### src/rtl/trace_sched_pkg.sv
// Shared state encoding, character constants and hex helper for the line-trace sequencer.
package trace_sched_pkg;

   typedef enum logic [2:0] {
      IDLE  = 3'd0,
      HDR   = 3'd1,
      FIELD = 3'd2,
      SEP   = 3'd3,
      EOL   = 3'd4
   } state_e;

   localparam logic [7:0] SEP_SP  = 8'h20;
   localparam logic [7:0] SEP_BAR = 8'h7C;
   localparam logic [7:0] COLON   = 8'h3A;
   localparam logic [7:0] NL      = 8'h0A;
   localparam logic [7:0] EMPTY   = 8'h00;

   // Header is four hex digits, a colon and a space.
   localparam logic [2:0] HDR_LAST_IDX = 3'd5;

   // Lowercase ASCII hex digit for one nibble.
   function automatic logic [7:0] nibble_to_hex(input logic [3:0] nib);
      logic [7:0] ch;
      if (nib < 4'd10) begin
         ch = 8'h30 + {4'h0, nib};
      end else begin
         ch = 8'h57 + {4'h0, nib};
      end
      return ch;
   endfunction

endpackage

### src/rtl/trace_hdr_fmt.sv
// Header formatter: latches the 16-bit cycle stamp and walks out "hhhh: " one char at a time.
module trace_hdr_fmt
   import trace_sched_pkg::*;
(
   input  logic        clk,
   input  logic        reset,
   input  logic        load,
   input  logic [15:0] hdr_in,
   input  logic        advance,
   output logic [7:0]  hdr_char,
   output logic        done
);

   logic [15:0] hdr_q;
   logic [2:0]  cidx_q;

   // Latch the stamp on tick accept; step the char index on each header transfer.
   always_ff @(posedge clk) begin
      if (reset) begin
         hdr_q  <= 16'h0000;
         cidx_q <= 3'd0;
      end else if (load) begin
         hdr_q  <= hdr_in;
         cidx_q <= 3'd0;
      end else if (advance && !done) begin
         cidx_q <= cidx_q + 3'd1;
      end
   end

   // Present the char selected by the index; most significant digit first.
   always_comb begin
      hdr_char = SEP_SP;
      case (cidx_q)
         3'd0:    hdr_char = nibble_to_hex(hdr_q[15:12]);
         3'd1:    hdr_char = nibble_to_hex(hdr_q[11:8]);
         3'd2:    hdr_char = nibble_to_hex(hdr_q[7:4]);
         3'd3:    hdr_char = nibble_to_hex(hdr_q[3:0]);
         3'd4:    hdr_char = COLON;
         default: hdr_char = SEP_SP;
      endcase
   end

   assign done = (cidx_q == HDR_LAST_IDX);

endmodule

### src/rtl/trace_line_sched.sv
// Line-trace sequencer: header, requester fields separated by " | ", newline, on one byte stream.
module trace_line_sched
   import trace_sched_pkg::*;
#(
   parameter int unsigned p_nreqs     = 4,
   parameter int unsigned p_cnt_nbits = 16
) (
   input  logic                   clk,
   input  logic                   reset,
   input  logic                   tick,
   output logic                   tick_rdy,
   input  logic [p_nreqs-1:0]     req_val,
   output logic [p_nreqs-1:0]     req_rdy,
   input  logic [8*p_nreqs-1:0]   req_char,
   input  logic [p_nreqs-1:0]     req_last,
   output logic                   out_val,
   input  logic                   out_rdy,
   output logic [7:0]             out_char,
   output logic [p_cnt_nbits-1:0] cycles,
   output logic [7:0]             drops,
   output logic                   busy
);

   localparam int unsigned idx_nbits = (p_nreqs > 1) ? $clog2(p_nreqs) : 1;
   localparam logic [idx_nbits-1:0] last_idx = idx_nbits'(p_nreqs - 1);

   state_e                 state_q;
   logic [idx_nbits-1:0]   idx_q;
   logic [1:0]             sep_cnt_q;
   logic [p_cnt_nbits-1:0] cycles_q;
   logic [7:0]             drops_q;
   logic                   tick_rdy_q;
   logic                   busy_q;

   logic       cur_val;
   logic       cur_last;
   logic [7:0] cur_char;
   logic       cur_empty;
   logic [7:0] hdr_char;
   logic       hdr_done;
   logic       hdr_adv;
   logic       tick_acc;
   logic       out_xfer;
   logic       field_take;

   trace_hdr_fmt u_hdr_fmt (
      .clk      (clk),
      .reset    (reset),
      .load     (tick_acc),
      .hdr_in   (cycles_q[15:0]),
      .advance  (hdr_adv),
      .hdr_char (hdr_char),
      .done     (hdr_done)
   );

   // Pick out the currently selected requester's val/char/last.
   always_comb begin
      cur_val  = 1'b0;
      cur_char = EMPTY;
      cur_last = 1'b0;
      for (int unsigned i = 0; i < p_nreqs; i++) begin
         if (idx_q == idx_nbits'(i)) begin
            cur_val  = req_val[i];
            cur_char = req_char[8*i +: 8];
            cur_last = req_last[i];
         end
      end
   end

   assign cur_empty = (cur_char == EMPTY);

   // Output mux; in FIELD the selected requester is passed straight through to the sink.
   always_comb begin
      out_val  = 1'b0;
      out_char = EMPTY;
      req_rdy  = '0;
      case (state_q)
         HDR: begin
            out_val  = 1'b1;
            out_char = hdr_char;
         end
         FIELD: begin
            // An empty-field char is swallowed here and never reaches the sink.
            out_val  = cur_val & ~cur_empty;
            out_char = cur_char;
            for (int unsigned i = 0; i < p_nreqs; i++) begin
               if (idx_q == idx_nbits'(i)) begin
                  req_rdy[i] = out_rdy | cur_empty;
               end
            end
         end
         SEP: begin
            out_val  = 1'b1;
            out_char = (sep_cnt_q == 2'd1) ? SEP_BAR : SEP_SP;
         end
         EOL: begin
            out_val  = 1'b1;
            out_char = NL;
         end
         default: begin
            out_val  = 1'b0;
         end
      endcase
   end

   assign tick_acc   = tick & tick_rdy_q;
   assign out_xfer   = out_val & out_rdy;
   assign hdr_adv    = (state_q == HDR) & out_xfer;
   assign field_take = (state_q == FIELD) & cur_val & (out_rdy | cur_empty);

   // Line sequencing FSM with field index, separator position, cycle counter and status flags.
   always_ff @(posedge clk) begin
      if (reset) begin
         state_q    <= IDLE;
         idx_q      <= '0;
         sep_cnt_q  <= 2'd0;
         cycles_q   <= '0;
         tick_rdy_q <= 1'b1;
         busy_q     <= 1'b0;
      end else begin
         case (state_q)
            IDLE: begin
               if (tick_acc) begin
                  state_q    <= HDR;
                  cycles_q   <= cycles_q + p_cnt_nbits'(1);
                  tick_rdy_q <= 1'b0;
                  busy_q     <= 1'b1;
               end
            end
            HDR: begin
               if (out_xfer && hdr_done) begin
                  state_q <= FIELD;
                  idx_q   <= '0;
               end
            end
            FIELD: begin
               if (field_take && cur_last) begin
                  if (idx_q == last_idx) begin
                     state_q <= EOL;
                  end else begin
                     state_q   <= SEP;
                     idx_q     <= idx_q + idx_nbits'(1);
                     sep_cnt_q <= 2'd0;
                  end
               end
            end
            SEP: begin
               if (out_xfer) begin
                  if (sep_cnt_q == 2'd2) begin
                     state_q   <= FIELD;
                     sep_cnt_q <= 2'd0;
                  end else begin
                     sep_cnt_q <= sep_cnt_q + 2'd1;
                  end
               end
            end
            EOL: begin
               if (out_xfer) begin
                  state_q    <= IDLE;
                  tick_rdy_q <= 1'b1;
                  busy_q     <= 1'b0;
               end
            end
            default: begin
               state_q    <= IDLE;
               tick_rdy_q <= 1'b1;
               busy_q     <= 1'b0;
            end
         endcase
      end
   end

   // Count ticks that arrive while a line is in progress, saturating at 255.
   always_ff @(posedge clk) begin
      if (reset) begin
         drops_q <= 8'h00;
      end else if (tick && !tick_rdy_q && (drops_q != 8'hFF)) begin
         drops_q <= drops_q + 8'h01;
      end
   end

   assign tick_rdy = tick_rdy_q;
   assign busy     = busy_q;
   assign cycles   = cycles_q;
   assign drops    = drops_q;

endmodule

### config.mk
export PLATFORM = sky130hd
export DESIGN_NAME = trace_line_sched
export DESIGN_NICKNAME = d
export VERILOG_FILES = /design/src/rtl/trace_sched_pkg.sv /design/src/rtl/trace_hdr_fmt.sv /design/src/rtl/trace_line_sched.sv
export SDC_FILE = /design/constraint.sdc
export NUM_CORES = 1
export LEC_CHECK = 0
export BUFFER_PORTS_ARGS = -buffer_cell sky130_fd_sc_hd__buf_2
export CAP_MARGIN = 40
export CORE_ASPECT_RATIO = 0.9
export CORE_MARGIN = 2
export CORE_UTILIZATION = 35
export CTS_CLUSTER_DIAMETER = 50
export DETAILED_ROUTE_END_ITERATION = 8
export SETUP_SLACK_MARGIN = 0.02
export SLEW_MARGIN = 20
export SYNTH_ARGS = -nofsm -noshare
export SYNTH_HDL_FRONTEND = slang
export SYNTH_SLANG_ARGS = --single-unit
### constraint.sdc
create_clock -name clk -period 2.8 [get_ports clk]
set_input_delay 0.14 -clock clk [delete_from_list [all_inputs] [get_ports clk]]
set_output_delay 0.14 -clock clk [all_outputs]
set_load 0.02 [all_outputs]
Yosys cells after proc, flatten, opt, wreduce, memory -nomap -nowiden
Cells that the tools add are included.
{"block": "totals", "ramBits": 0, "input_bits": 44, "regBits": 52, "latchBits": 0, "memories": 0, "mem_bits_ro": 0}
{"block": "classes", "reduce_logical": 21, "add_sub_neg": 13, "muxes": 48, "shift": 0, "bitwise_logic": 9, "div": 0, "eq_ne": 22, "n_lt_le_gt_ge": 4, "n_mul": 0}
{"cell": "$mux 8", "n": 8}
{"cell": "$pmux 8 s5", "n": 1}
{"cell": "$add 7x4->8 const A", "n": 4}
{"cell": "$pmux 8 s4", "n": 1}
{"cell": "$add 6x4->7 const A", "n": 4}
{"cell": "$mux 3", "n": 7}
{"cell": "$add 16x1->16 const B", "n": 1}
{"cell": "$lt 4x4->1 const B", "n": 4}
{"cell": "$mux 1", "n": 16}
{"cell": "$pmux 3 s5", "n": 1}
{"cell": "$mux 2", "n": 7}
{"cell": "$eq 3x2->1 const B", "n": 4}
{"cell": "$ne 2x2->1 const B", "n": 5}
{"cell": "$eq 3x3->1 const B", "n": 3}
{"cell": "$add 8x1->8 const B", "n": 1}
{"cell": "$logic_not 8->1", "n": 1}
{"cell": "$ne 8x8->1 const B", "n": 1}
{"cell": "$pmux 2 s2", "n": 2}
{"cell": "$reduce_and 4->1", "n": 2}
{"cell": "$mux 7", "n": 1}
{"cell": "$and 1x1->1", "n": 6}
{"cell": "$eq 2x2->1 const B", "n": 3}
{"cell": "$eq 3x1->1 const B", "n": 2}
{"cell": "$logic_not 3->1", "n": 2}
{"cell": "18 further kinds", "n": 30}

Logic depth before layout (Yosys ltp)
{"block": "logic_depth", "word_depth": 13, "mapped_depth": 11}

By module
Synthesis repeated with hierarchy kept, for this count alone.
{"block": "unflattened", "hier_cells": 450, "hier_area_um2": 3537.1}
{"module": "trace_line_sched", "area_each_um2": 2218.4, "n_inst": 1, "cells_per_inst": 285}
{"module": "trace_hdr_fmt", "area_each_um2": 1318.8, "n_inst": 1, "cells_per_inst": 165}

Least setup slack after synthesis
Ideal clock, no wire load.
{"block": "synth_path", "path_type": "register to output", "from": "register idx_q[1]", "to": "output req_rdy[3]", "t_arrival_ps": 2164, "path_buffers": 1, "path_stages_with_launch": 10, "path_slack_ps": 496, "cell_sequence": "dfxtp_1 > inv_1 > ha_1 > buf_2 > a211o_1 > o221ai_2 > o21ai_2 > nor4_4 > o21ai_0 > nor2_1"}
{"block": "synth_via", "elab_chain_cells": 9, "word_cells_on_any_way": 12, "cone_classes": "eq/ne: 3; mux: 6; bitwise: 1; reduce/logical: 2"}
{"item": "start: declaration", "line_no": "trace_line_sched.sv:28", "rtl": "logic [idx_nbits-1:0] idx_q;"}
{"item": "start signal: assignment", "line_no": "trace_line_sched.sv:142", "rtl": "idx_q <= idx_q + idx_nbits'(1);"}
{"item": "$logic_not 2->1", "line_no": "trace_line_sched.sv:62", "rtl": "if (idx_q == idx_nbits'(i)) begin"}
{"item": "$mux 8 (4 in series)", "line_no": "trace_line_sched.sv:62"}
{"item": "$logic_not 8->1", "line_no": "trace_line_sched.sv:70", "rtl": "assign cur_empty = (cur_char == EMPTY);"}
{"item": "$or 1x1->1", "line_no": "trace_line_sched.sv:88", "rtl": "req_rdy[i] = out_rdy | cur_empty;"}
{"item": "$mux 1 (*)", "line_no": "trace_line_sched.sv:87", "rtl": "if (idx_q == idx_nbits'(i)) begin"}
{"item": "$mux 4 (*)", "line_no": "trace_line_sched.sv:77", "rtl": "case (state_q)"}
{"item": "end: declaration", "line_no": "trace_line_sched.sv:13", "rtl": "output logic [p_nreqs-1:0] req_rdy,"}
Mark *: on every way between the ends. The rest lies on a longest branch, timed or not.

Worst setup path after layout
{"block": "layout_path", "from": "register idx_q[0]", "to": "output out_val"}
{"block": "layout_via", "elab_chain_cells": 9, "word_cells_on_any_way": 16, "cone_classes": "eq/ne: 3; mux: 9; bitwise: 2; reduce/logical: 2"}
{"item": "$logic_not 2->1", "line_no": "trace_line_sched.sv:62"}
{"item": "$mux 8 (4 in series)", "line_no": "trace_line_sched.sv:62"}
{"item": "$logic_not 8->1", "line_no": "trace_line_sched.sv:70"}
{"item": "$not 1->1", "line_no": "trace_line_sched.sv:84", "rtl": "out_val = cur_val & ~cur_empty;"}
{"item": "$and 1x1->1 (*)", "line_no": "trace_line_sched.sv:84"}
{"item": "$pmux 1 s2 (*)", "line_no": "trace_line_sched.sv:77"}
{"item": "end: declaration", "line_no": "trace_line_sched.sv:16", "rtl": "output logic out_val,"}
Marked as above.

==> impl_metrics.yaml <==
critical_path:
  end_kind: "primary output"
  reg2reg_to: "sep_cnt_q[1]"
  critPathArrivalTime_ns: 2.48
  start_kind: "flip-flop"
  crit_chain: "ha_4, clkinvlp_4, o22ai_1, o22ai_1, nor4_4, buf_4, o21ai_0, buf_2"
  reg2reg_depth: 9
  critPathKind: "flip-flop to primary output"
  rr_startpoint: "idx_q[0]"
  slowest_stage: "dfxtp_2"
  regToRegSetupSlack_ns: 0.30
  critPathMaxFanout: 10
  crit_top_cell: "o22ai_1"
  path_delay_family: "buffers and inverters"
  crit_required_ns: 2.66
  path_buf_inv: 3
  max_stage_delay_ns: 0.41
clock_tree:
  cts_tree: "built"
  holdBufCountCts: 0
  cts-htree-levels: 2
  root_buffer: "clkbuf_8"
  cts_buffer_depth: 2
  cts_inserted_buffers: 5
  clock-sinks: 52
  path_clk_slew_ns: 0.10
  clock_latency_ns: 0.31
timing:
  fin_crit_ns: 2.622
  relSlewSlack_pct: 55.64
  slew_viol_final: 0
  setup_violations: 0
  grt_setup_unrepaired: "false"
  tns_ns: 0
  min_period_over_period_pct: 93.65
  skew_ns: 0.009668
  fmax_mhz: 381.4
  worst_hold_slack_ns: 0.1527
  worstMarginPinSlew_ns: 0.6653
  finalHoldViolCount: 0
grt:
  grt-ovfl-total: 0
  busiest_layer: "met2"
  grt_usage_pct: 17.71
  met2_usage_pct: 28.45
  use_met3_pct: 2.347
  grt_pass1_wl_um: 15480
  grt_pass1_vias: 3212
  grt_max_degree: 42
  antenna_found_initial: 0
  use_met1_pct: 25.22
synth:
  synth_edf_count: 0
  ys_async_sr_fraction_pct: 0
  syn_avg_cell_area_um2: 7.455
  netlist_area_um2: 3384
  ys.flop_type: "dfxtp_1"
  synth_top_area_cell: "dfxtp_1"
  synthTopCellsByArea: "dfxtp_1, nand2_1, ha_1, nor2_1, a21oi_1"
  synth_seq_cells: 52
  synth_nets: 513
  synth_cells: 454
  ys_warn_count: 0
  yosys.area.top_type_share_pct: 30.76
  synthDistinctLibCells: 55
  yosysSeqAreaShare_pct: 30.76
layout:
  layout-drive-gt1-share_pct: 23.26
  fillCellCount: 1007
  final_common_cell: "buf_2"
  final_cell_mix: "buf_2, nand2_1, dfxtp_1"
  areaGrowthSynthToFinish_pct: 22.51
  finalNonFillerCells: 659
  fin_util_pct: 43.51
  antenna_cells: 0
  fin_nets: 591
pwr:
  power_density_nw_per_um2: 439.1
  p_leak_nw: 1.684
  vdd.ir_drop.worst_uv: 262.7
  p_int_w: 0.001214
  p_comb_share_pct: 25.2
  p_sw_share_pct: 33.34
  power_frac_seq_pct: 44.2
  netSwitchingPower_w: 0.0006071
  p_total_w: 0.001821
  power_frac_clock_pct: 30.6
status:
  outcome: "finished clean"
route:
  ant_nets: 0
  routed_wl_um: 9314
  remaining_drc_errors: 0
  via_per_inst: 5.252
  drt-pass1-iter-count: 5
  first_iter_violations: 210
  wire_per_inst_um: 14.13
  vias: 3461
placed_design:
  place.gp.congestion: 0.8387
  place_inst: 649
  portBuffers: 82
  hpwl_um: 7086
die:
  start_util_pct: 35.52
  die_x_um: 107.7
  rows: 34
  coreArea_um2: 9529
  die_area_um2: 10470
  io_pins: 83
  die_height_um: 97.29
run:
  maxCapViolations: 0
min_path:
  hold_depth: 3
  holdPathEnd: "tick_rdy"
  worstHoldPathType: "input port to flip-flop"
  worstHoldStart: "tick"
-- what timing repair did --
item,4_1_cts,5_1_grt
endpoints found under the hold margin,0,0
pin swaps,1,2
resized for setup,2,15
buffers inserted,1,1
endpoints found under the setup margin,5,11
-- per-stage QoR --
step / cell area [µm²] / worst slack, ns
floorplan: 3385 / 0.4959
global placement: 3921 / 0.1797
detailed placement: 3941 / 0.1043
CTS: 4070 / 0.03447
global route: 4146 / 0.02811
finish: 4146 / 0.1778
-- cells in the mapped netlist, drive strengths merged (6+ instances only) --
cell type / count
a21oi: 34
and2: 7
buf: 8
clkbuf: 14
dfxtp: 52
ha: 15
inv: 22
nand2: 75
nand2b: 6
nand3: 13
nor2: 48
nor2b: 7
nor3: 16
o211a: 7
o21ai: 26
o22ai: 15
xnor2: 15
xor2: 11
-- registers in the layout (all words and copies together) (netlist names) --
| register | cells |
|---|---|
| cycles | 16 |
| u_hdr_fmt.hdr_q | 16 |
| drops | 8 |
| state_q | 3 |
| u_hdr_fmt.cidx_q | 3 |
| idx_q | 2 |
| sep_cnt_q | 2 |
| busy | 1 |
| tick_rdy | 1 |
-- how the worst max path moves through the flow --
stage | from | endpoint | slack, ns | depth (start not counted)
after global placement | idx_q[0] | req_rdy[3] | 0.18 | 9
after floorplan | idx_q[1] | req_rdy[3] | 0.50 | 9
after detailed placement | idx_q[0] | req_rdy[3] | 0.10 | 8
final | idx_q[0] | out_val | 0.18 | 8
after global routing | idx_q[0] | sep_cnt_q[1] | 0.03 | 9
after CTS | idx_q[0] | out_val | 0.03 | 9
-- power groups by stage --
stage          combinational [W]  sequential [W]  clock (W)
2_1_floorplan           0.000281        0.000830          0
3_3_place_gp            0.000453        0.000822          0
3_5_place_dp            0.000458        0.000822          0
4_1_cts                 0.000462        0.000806   0.000576
5_1_grt                 0.000511        0.000811   0.000598
6_report                0.000459        0.000805   0.000557
-- final cells by class --
class	count	area (µm²)	area share (%)
multi-input cells	358	2235	53.89
flip-flops and latches	52	1044	25.17
repair buffers	93	505.5	12.19
well taps	126	157.7	3.802
inverters	22	86.33	2.082
clock buffers	5	68.82	1.660
clock inverters	3	50.05	1.207
-- metal layers --
metal	share of wire [%]	up-vias
li1	-	1748
met1	49	1590
met2	43	114
met3	6.2	9
met4	0.91	0
met5	0	-
-- logic make-up (layout without fill, tap and decap cells) --
logic type	Yosys count	after routing	share of synthesized area, %
xor+xnor	26	26	6.728
fa+ha+maj	15	15	5.545
compound gates	116	116	23.03
simple gates	198	198	27.91
flops	52	52	30.76
mux	3	3	0.8873
buf+inv	44	123	5.138
-- tightest hold or removal path: stages --
cell	delay, ns
buf_2	0.12
nand3b_1	0.08
a21o_1	0.09
No activity file was read; power rests on OpenSTA's default activity.
